===== src/rtl/mmio_timer_if.sv =====
// Purpose: CPU data-memory side bus between the core and the MMIO timer.
// Latency: combinational signals only; the interface itself adds no stages.
// Backpressure: none, every access completes in the cycle it is presented.
interface mmio_timer_if;
    logic        cs;
    logic        rd;
    logic        wr;
    logic [31:0] addr;
    logic [31:0] wdata;
    logic [31:0] rdata;
    logic        hit;

    modport master (
        output cs, rd, wr, addr, wdata,
        input  rdata, hit
    );

    modport slave (
        input  cs, rd, wr, addr, wdata,
        output rdata, hit
    );
endinterface


===== src/rtl/mmio_timer.sv =====
// Purpose: memory-mapped 32-bit timer with prescaler, compare match, auto-reload/one-shot and level irq.
// Latency: writes take effect at the next rising edge; reads are combinational; irq lags MATCH by one cycle.
// Backpressure: none, zero wait states; accesses never stall the CPU.
module mmio_timer #(
    parameter logic [31:0] BASE     = 32'h0000_1000,
    parameter int          PRESCALE = 1
) (
    input  logic         clk,
    input  logic         rst,
    mmio_timer_if.slave  bus,
    output logic         irq
);

    localparam logic [15:0] PRESC_LAST = 16'(PRESCALE - 1);

    typedef enum logic [1:0] {
        REG_CTRL   = 2'd0,
        REG_COUNT  = 2'd1,
        REG_CMP    = 2'd2,
        REG_STATUS = 2'd3
    } reg_sel_t;

    logic        ctrl_en;
    logic        ctrl_auto;
    logic        ctrl_ie;
    logic [31:0] count;
    logic [31:0] cmp;
    logic        match;
    logic [15:0] presc_cnt;

    logic        hit_i;
    reg_sel_t    sel;
    logic        wr_any;
    logic        wr_ctrl;
    logic        wr_count;
    logic        wr_cmp;
    logic        wr_status;
    logic        tick;
    logic        cmp_eq;
    logic        match_evt;

    // Byte-lane bits are ignored: every access is a full word.
    logic        unused_addr_lsb;
    assign unused_addr_lsb = ^bus.addr[1:0];

    assign hit_i     = bus.cs && (bus.addr[31:4] == BASE[31:4]);
    assign bus.hit   = hit_i;
    assign sel       = reg_sel_t'(bus.addr[3:2]);
    assign wr_any    = hit_i && bus.wr;
    assign wr_ctrl   = wr_any && (sel == REG_CTRL);
    assign wr_count  = wr_any && (sel == REG_COUNT);
    assign wr_cmp    = wr_any && (sel == REG_CMP);
    assign wr_status = wr_any && (sel == REG_STATUS);

    assign tick      = ctrl_en && (presc_cnt == PRESC_LAST);
    assign cmp_eq    = (count == cmp);
    // A COUNT write in the same cycle suppresses both increment and match.
    assign match_evt = tick && !wr_count && cmp_eq;

    // Prescaler: advances only while enabled, restarts on any CTRL write.
    always_ff @(posedge clk) begin
        if (rst) begin
            presc_cnt <= '0;
        end else if (wr_ctrl) begin
            presc_cnt <= '0;
        end else if (ctrl_en) begin
            presc_cnt <= tick ? 16'd0 : presc_cnt + 16'd1;
        end
    end

    // CTRL bits: a software write beats a same-edge one-shot disable.
    always_ff @(posedge clk) begin
        if (rst) begin
            ctrl_en   <= 1'b0;
            ctrl_auto <= 1'b0;
            ctrl_ie   <= 1'b0;
        end else if (wr_ctrl) begin
            ctrl_en   <= bus.wdata[0];
            ctrl_auto <= bus.wdata[1];
            ctrl_ie   <= bus.wdata[2];
        end else if (match_evt && !ctrl_auto) begin
            ctrl_en   <= 1'b0;
        end
    end

    // COUNT: software write has priority, otherwise count or reload on tick.
    always_ff @(posedge clk) begin
        if (rst) begin
            count <= '0;
        end else if (wr_count) begin
            count <= bus.wdata;
        end else if (tick) begin
            if (!cmp_eq) begin
                count <= count + 32'd1;
            end else if (ctrl_auto) begin
                count <= '0;
            end
        end
    end

    // CMP: the old value is still used for a tick in the write cycle.
    always_ff @(posedge clk) begin
        if (rst) begin
            cmp <= 32'hFFFF_FFFF;
        end else if (wr_cmp) begin
            cmp <= bus.wdata;
        end
    end

    // MATCH: a hardware set wins over a same-edge software clear.
    always_ff @(posedge clk) begin
        if (rst) begin
            match <= 1'b0;
        end else if (match_evt) begin
            match <= 1'b1;
        end else if (wr_status && bus.wdata[0]) begin
            match <= 1'b0;
        end
    end

    // irq is a registered copy of the enabled match flag.
    always_ff @(posedge clk) begin
        if (rst) begin
            irq <= 1'b0;
        end else begin
            irq <= match && ctrl_ie;
        end
    end

    // Read mux: zero unless this is a decoded read with no write.
    always_comb begin
        bus.rdata = '0;
        if (hit_i && bus.rd && !bus.wr) begin
            case (sel)
                REG_CTRL:   bus.rdata = {29'd0, ctrl_ie, ctrl_auto, ctrl_en};
                REG_COUNT:  bus.rdata = count;
                REG_CMP:    bus.rdata = cmp;
                REG_STATUS: bus.rdata = {31'd0, match};
                default:    bus.rdata = '0;
            endcase
        end
    end

endmodule


===== src/flat_wrapper.sv =====
// flat-port wrapper written by rule: the top's interface ports become plain ports
module mmio_timer_flat 
#(
    parameter logic [31:0] BASE     = 32'h0000_1000,
    parameter int          PRESCALE = 1
)
  (clk, rst, irq, bus_cs, bus_rd, bus_wr, bus_addr, bus_wdata, bus_rdata, bus_hit);
  mmio_timer_if bus_i ();
  input  logic clk;
  input  logic rst;
  output logic irq;
  input wire logic [$bits(bus_i.cs)-1:0] bus_cs;
  input wire logic [$bits(bus_i.rd)-1:0] bus_rd;
  input wire logic [$bits(bus_i.wr)-1:0] bus_wr;
  input wire logic [$bits(bus_i.addr)-1:0] bus_addr;
  input wire logic [$bits(bus_i.wdata)-1:0] bus_wdata;
  output wire logic [$bits(bus_i.rdata)-1:0] bus_rdata;
  output wire logic [$bits(bus_i.hit)-1:0] bus_hit;
  assign bus_i.cs = bus_cs;
  assign bus_i.rd = bus_rd;
  assign bus_i.wr = bus_wr;
  assign bus_i.addr = bus_addr;
  assign bus_i.wdata = bus_wdata;
  assign bus_rdata = bus_i.rdata;
  assign bus_hit = bus_i.hit;
  mmio_timer #(.BASE(BASE), .PRESCALE(PRESCALE)) u_core (.clk(clk), .rst(rst), .bus(bus_i), .irq(irq));
endmodule

===== config.mk =====
export PLATFORM = sky130hd
export DESIGN_NAME = mmio_timer_flat
export DESIGN_NICKNAME = d
export VERILOG_FILES = /design/src/rtl/mmio_timer_if.sv /design/src/rtl/mmio_timer.sv /design/src/flat_wrapper.sv
export SDC_FILE = /design/constraint.sdc
export NUM_CORES = 1
export LEC_CHECK = 0
export CAP_MARGIN = 20
export CORE_UTILIZATION = 59
export CTS_BUF_LIST = sky130_fd_sc_hd__clkbuf_4 sky130_fd_sc_hd__clkbuf_8
export CTS_CLUSTER_DIAMETER = 100
export DETAILED_ROUTE_END_ITERATION = 16
export PLACE_DENSITY = 0.88
export SKIP_LAST_GASP = 1
export SYNTH_ARGS = -nofsm -noshare
export SYNTH_HDL_FRONTEND = slang
export SYNTH_SLANG_ARGS = --single-unit

===== constraint.sdc =====
create_clock -name clk -period 4.5 [get_ports clk]
set_input_delay 0.9 -clock clk [delete_from_list [all_inputs] [get_ports clk]]
set_output_delay 0.9 -clock clk [all_outputs]
set_load 0.03 [all_outputs]

---- Word-level counts from Yosys, hierarchy flattened ----
Index checks and enable logic that the tools add are counted.
word-level totals
  flip-flop bits (word level) ............. 85
  output and inout bits ................... 34
  logic and storage cells ................. 51
operators by class
  $add $sub $neg .......................... 2
  equal/unequal tests ..................... 6
  mux-type cells .......................... 11
  reduce and logical (&&, ||, !) cells .... 24
operators by type and width
  cell                     number
  $mux W32                 5
  $pmux W32 S4             1
  $add A32 B1 Y32 const B  1
  $eq A32 B32 Y1           1
  $eq A28 B9 Y1 const B    1
  $add A16 B1 Y16 const B  1
  $logic_not A16 Y1        1
  $mux W16                 1
  $logic_and A1 B1 Y1      14
  $reduce_bool A2 Y1       3
  $eq A2 B2 Y1 const B     2
  $mux W1                  4
  $logic_not A1 Y1         3
  $ne A3 B1 Y1 const B     1
  $eq A2 B1 Y1 const B     1
  $logic_not A2 Y1         1
  $reduce_and A2 Y1        1
  $reduce_or A2 Y1         1

---- Depth between registers and ports, before layout ----
  word-level depth ........................ 10
  gate-level depth with buffers ........... 10
  depth with buffers taken out ............ 8

---- Worst setup path after synthesis ----
Ideal clock, no wire load.
  kind .................................... input-to-output
  start ................................... in bus_addr[24]
  end ..................................... out bus_rdata[10]
  data arrival time ....................... 2.959 ns
  setup slack ............................. 0.641 ns
  stages on the path ...................... 6
  cells stage by stage .................... nor4_1 nand4_2 nor2_1 nand3_1 clkbuf_1 nor2_1
on the way
  longest elaborated chain between the ends .. 5
ends and longest elaborated chain
  element                           line                RTL
  start: declaration                flat_wrapper.sv:15  input wire logic [$bits(bus_i.addr)-1:0] bus_addr;
  $eq A28 B9 Y1                     mmio_timer.sv:46    assign hit_i = bus.cs && (bus.addr[31:4] == BASE[31:4]);
  $logic_and A1 B1 Y1               mmio_timer.sv:46
  named net bus_hit                 flat_wrapper.sv:18  output wire logic [$bits(bus_i.hit)-1:0] bus_hit;
  $logic_and A1 B1 Y1 (2 in a row)  mmio_timer.sv:133   if (hit_i && bus.rd && !bus.wr) begin
  $mux W32                          mmio_timer.sv:133
  end: declaration                  flat_wrapper.sv:17  output wire logic [$bits(bus_i.rdata)-1:0] bus_rdata;
The timed path passes the listed nets, and every way through them passes these cells.

---- Worst setup path in the final report ----
  start ................................... in bus_addr[19]
  end ..................................... out bus_rdata[19]
on the way
  longest elaborated chain between the ends .. 5
ends and longest elaborated chain
  element                           line
  $eq A28 B9 Y1                     mmio_timer.sv:46
  $logic_and A1 B1 Y1               mmio_timer.sv:46
  $logic_and A1 B1 Y1 (2 in a row)  mmio_timer.sv:133
  $mux W32                          mmio_timer.sv:133
No other way between the ends.

==> results.rst <==
.. list-table::
   :header-rows: 1

   * - Metric
     - Value
   * - Total gr overflow
     - 0
   * - Die area
     - 0.009670 mm2
   * - Final total power
     - 1.515 mW
   * - Yosys top cell by area
     - sky130_fd_sc_hd__dfxtp_1
   * - Most frequently used flop master after synthesis
     - sky130_fd_sc_hd__dfxtp_1
   * - Area of combinational cells with multiple inputs
     - 0.003450 mm2
   * - Detailed Routing Iterations Pass 1
     - 7
   * - Number of cell rows
     - 34
   * - Initial Util
     - 61.88%
   * - Launching instance or port of the critical path
     - bus_addr[19]
   * - Total setup buffers inserted after CTS
     - 0
   * - Maximum fanout along the worst path
     - 32
   * - Setup Crit Path Kind
     - in -> out
   * - Count of port buffers added during placement
     - 100
   * - Clock tree root driver cell
     - sky130_fd_sc_hd__clkbuf_8
   * - CTS tree
     - built
   * - Worst slew pin tran
     - 1.011 ns
   * - Unrepaired setup endpoints after global routing
     - false
   * - Total of flip-flops plus latches after synthesis
     - 85
   * - Endpoints failing setup
     - 0
   * - Bufs and invs on worst path
     - 3
   * - Required time of the critical path
     - 3.60 ns
   * - Total routing usage reported by global routing
     - 34.93%
   * - First-pass GRT wire length
     - 26.95 mm
   * - Sequential cell area in the final layout
     - 0.001702 mm2
   * - Via count of the first global-routing pass
     - 5436
   * - Cells traversed along the worst timing path
     - clkdlybuf4s50_1 -> nor4_1 -> nand4_2 -> nor2_1 -> nand3_1 -> buf_4 -> nor2_1 -> buf_4
   * - Run status
     - finished clean
   * - RR Endpoint
     - u_core.count[5]$_SDFFE_PP0P_
   * - H-Tree Depth
     - 3
   * - Most frequent standard cell in the layout excluding fill and tap cells
     - sky130_fd_sc_hd__dfxtp_1
   * - Routed vias
     - 5556
   * - Sinks on Clock Net
     - 85
   * - Cell area after synthesis
     - 0.005475 mm2
   * - Detail Route Antenna Nets
     - 0
   * - Unique cell type count in the Yosys netlist
     - 63
   * - Number of stages on the worst setup path
     - 8
   * - Count of fill cells added during filler insertion
     - 701
   * - Post-cts repair resize count
     - 0
   * - Leakage power summed over all cells
     - 2.304 nW
   * - Length in cells of the worst reg-to-reg path
     - 6
   * - Share of the cycle needed by the critical path after routing
     - 91.33%
   * - Max_slew headroom
     - 32.63%
   * - 1st-iter DRT viols
     - 419
   * - Endpoint type of the worst setup path
     - output port
   * - Commonest cells after routing, fill and taps aside
     - 85 x sky130_fd_sc_hd__dfxtp_1, 72 x sky130_fd_sc_hd__nor2_1, 69 x sky130_fd_sc_hd__nand2_1
   * - DRT Wirelength
     - 16.63 mm
   * - Number of remaining DRC errors
     - 0
   * - Chip height
     - 98.34 um
   * - Worst-case clock buffer depth
     - 2
   * - Area Growth Syn to Fin
     - 19.74%
   * - Post-DP HPWL
     - 11.25 mm
   * - Number of flops mapped to enable cells by yosys
     - 0
   * - Synth Instances
     - 673
   * - Largest delay contributor family on the critical path
     - simple AND/OR/NAND/NOR gates
   * - Max IR drop VDD
     - 0.1530 mV
   * - Launching element type of the critical path
     - primary input
   * - Async set-reset flop share out of synthesis
     - 0%
   * - Layout cells sized above 1
     - 11.56%
   * - Clock slew seen by the registers of the worst setup and hold paths
     - 0.08 ns
   * - End point of the critical path
     - bus_rdata[19]
   * - Post-Syn Area per Cell
     - 8.136 um2
   * - Count of non-filler cells in the finished layout
     - 852
   * - Top-Level Pins
     - 103
   * - Register area share after synthesis
     - 31.08%
   * - Net count of the mapped netlist
     - 745
   * - Max cap viols
     - 0
   * - Final-layout setup total negative slack
     - 0 ns
   * - PwrDens
     - 231.1 mW/mm2
   * - # diodes
     - 0
   * - Synth top area share
     - 31.08%
   * - Max Transition Viols Final
     - 0
   * - Fin Hold WS
     - 0.5112 ns
   * - Register-to-Register Setup Slack
     - 1.47 ns
   * - Critical path arrival
     - 3.21 ns
   * - Largest net degree at the start of global routing
     - 34
   * - Delay of the slowest cell on the worst path
     - 0.50 ns
   * - # placed instances
     - 836
   * - Average wire length per cell after detail routing
     - 19.52 um
   * - Worst min path class
     - reg -> reg
   * - Latest clock arrival within the worst-skew pair
     - 0.37 ns
   * - Number of vias per cell
     - 6.521
   * - Total of hold buffers inserted after clock tree synthesis
     - 0
   * - Crit Reg-Reg Startpoint
     - u_core.ctrl_en$_SDFFE_PP0P_
   * - Gp weighted congestion
     - 0.9306
   * - Slowest cell on the critical path
     - sky130_fd_sc_hd__nor4_1
   * - TritonCTS Buffers
     - 9
   * - Post-layout minimum cycle time
     - 4.110 ns
   * - Horizontal die dimension
     - 98.34 um
   * - Max frequency
     - 243.3 MHz
   * - Net count of the finished layout
     - 811
   * - CORE AREA
     - 0.008848 mm2
   * - Number of antenna violations at the first check in global routing
     - 0
   * - Leading cell types by total area after synthesis
     - sky130_fd_sc_hd__dfxtp_1 31%, sky130_fd_sc_hd__xor2_1 6.9%, sky130_fd_sc_hd__mux2i_1 6.8%, sky130_fd_sc_hd__a22oi_1 5.6%, sky130_fd_sc_hd__nor2_1 4.9%
   * - Final hold violations
     - 0
   * - Setup Skew
     - 0.01225 ns
   * - Number of warning messages in the yosys log
     - 0
layer usage:
metal / part of all wire [%] / vias to the layer above / wire length (um) / GRT usage (%)
li1: - / 2577 / - / -
met1: 39 / 2579 / 6532 / 44.73
met2: 47 / 342 / 7860 / 56.99
met3: 11 / 58 / 1756 / 7.230
met4: 2.9 / 0 / 482 / 15.27
met5: 0 / - / 0 / 0
logic make-up (layout without fill, tap and decap cells):
| kind of cell | after synthesis | count (layout) | synth area share (%) |
|---|---|---|---|
| buffers and inverters | 70 | 141 | 6.033 |
| xor gates and xnor gates | 53 | 53 | 8.615 |
| and+or+nand+nor | 280 | 280 | 28.09 |
| adders and majority gates | 3 | 3 | 0.6856 |
| DFF | 85 | 85 | 31.08 |
| AOI/OAI and AO/OA | 141 | 141 | 17.71 |
| muxes | 41 | 41 | 7.793 |
worst min path at each step:
stage                                     end                   startpoint  depth (start not counted)
floorplan           u_core.match$_SDFFE_PP0P_    u_core.match$_SDFFE_PP0P_                          2
global placement        u_core.irq$_SDFF_PP0_  u_core.ctrl_ie$_SDFFE_PP0P_                          1
detailed placement      u_core.irq$_SDFF_PP0_  u_core.ctrl_ie$_SDFFE_PP0P_                          1
CTS                     u_core.irq$_SDFF_PP0_  u_core.ctrl_ie$_SDFFE_PP0P_                          1
global route            u_core.irq$_SDFF_PP0_  u_core.ctrl_ie$_SDFFE_PP0P_                          1
finish                  u_core.irq$_SDFF_PP0_  u_core.ctrl_ie$_SDFFE_PP0P_                          1
final cells by class:
type                            instances  area share [%]
Multi-Input combinational cell        518           52.61
Clock buffer                           12           2.424
Sequential cell                        85           25.95
Tap cell                              108           2.061
Inverter                               14          0.8015
Timing Repair Buffer                  111           15.31
Clock inverter                          4          0.8397
synthesized netlist by cell type, types with 9 or more instances:
cell                       instances
sky130_fd_sc_hd__dfxtp_1          85
sky130_fd_sc_hd__nor2_1           72
sky130_fd_sc_hd__nand2_1          69
sky130_fd_sc_hd__xor2_1           43
sky130_fd_sc_hd__a22oi_1          41
sky130_fd_sc_hd__nand3_1          40
sky130_fd_sc_hd__mux2i_1          37
sky130_fd_sc_hd__clkbuf_1         29
sky130_fd_sc_hd__a21oi_1          27
sky130_fd_sc_hd__buf_2            20
sky130_fd_sc_hd__o21ai_0          19
sky130_fd_sc_hd__nand4_1          16
sky130_fd_sc_hd__and4_1           14
sky130_fd_sc_hd__and3_1           13
sky130_fd_sc_hd__inv_1            13
sky130_fd_sc_hd__nor4_1           12
sky130_fd_sc_hd__nor3_1           10
sky130_fd_sc_hd__a211oi_1          9
sky130_fd_sc_hd__xnor2_1           9
metrics by stage:
stage	instance area [um2]	setup slack, ns	utilization, %
final	6556	0.3900	74.10
after global routing	6556	0.2495	74.10
after CTS	6556	0.4512	74.10
after detailed placement	6342	0.4922	71.68
after global placement	6342	0.5965	71.68
after floorplan	5475	0.6412	-
flip-flops by register name, summed over array words and instances (netlist names):
signal / count
u_core.cmp: 32
u_core.irq: 1
u_core.presc_cnt: 16
u_core.count: 32
u_core.match: 1
u_core.ctrl_en: 1
u_core.ctrl_ie: 1
u_core.ctrl_auto: 1
worst reg2reg max path: stages, from the launching register on:
cell and delay, ns:
sky130_fd_sc_hd__dfxtp_1 0.55, sky130_fd_sc_hd__nor4b_1 0.36, sky130_fd_sc_hd__and4_1 0.53, sky130_fd_sc_hd__o31ai_1 0.19
sky130_fd_sc_hd__a21oi_2 0.71, sky130_fd_sc_hd__a21boi_0 0.30, sky130_fd_sc_hd__a211oi_1 0.29
power breakdown:
part	leakage, nW	internal (mW)	switching [mW]
sequential	0.687	0.759	0.0159
combinational	1.51	0.0816	0.0686
clock	0.107	0.296	0.293
Power figures use the tool's default switching activity.
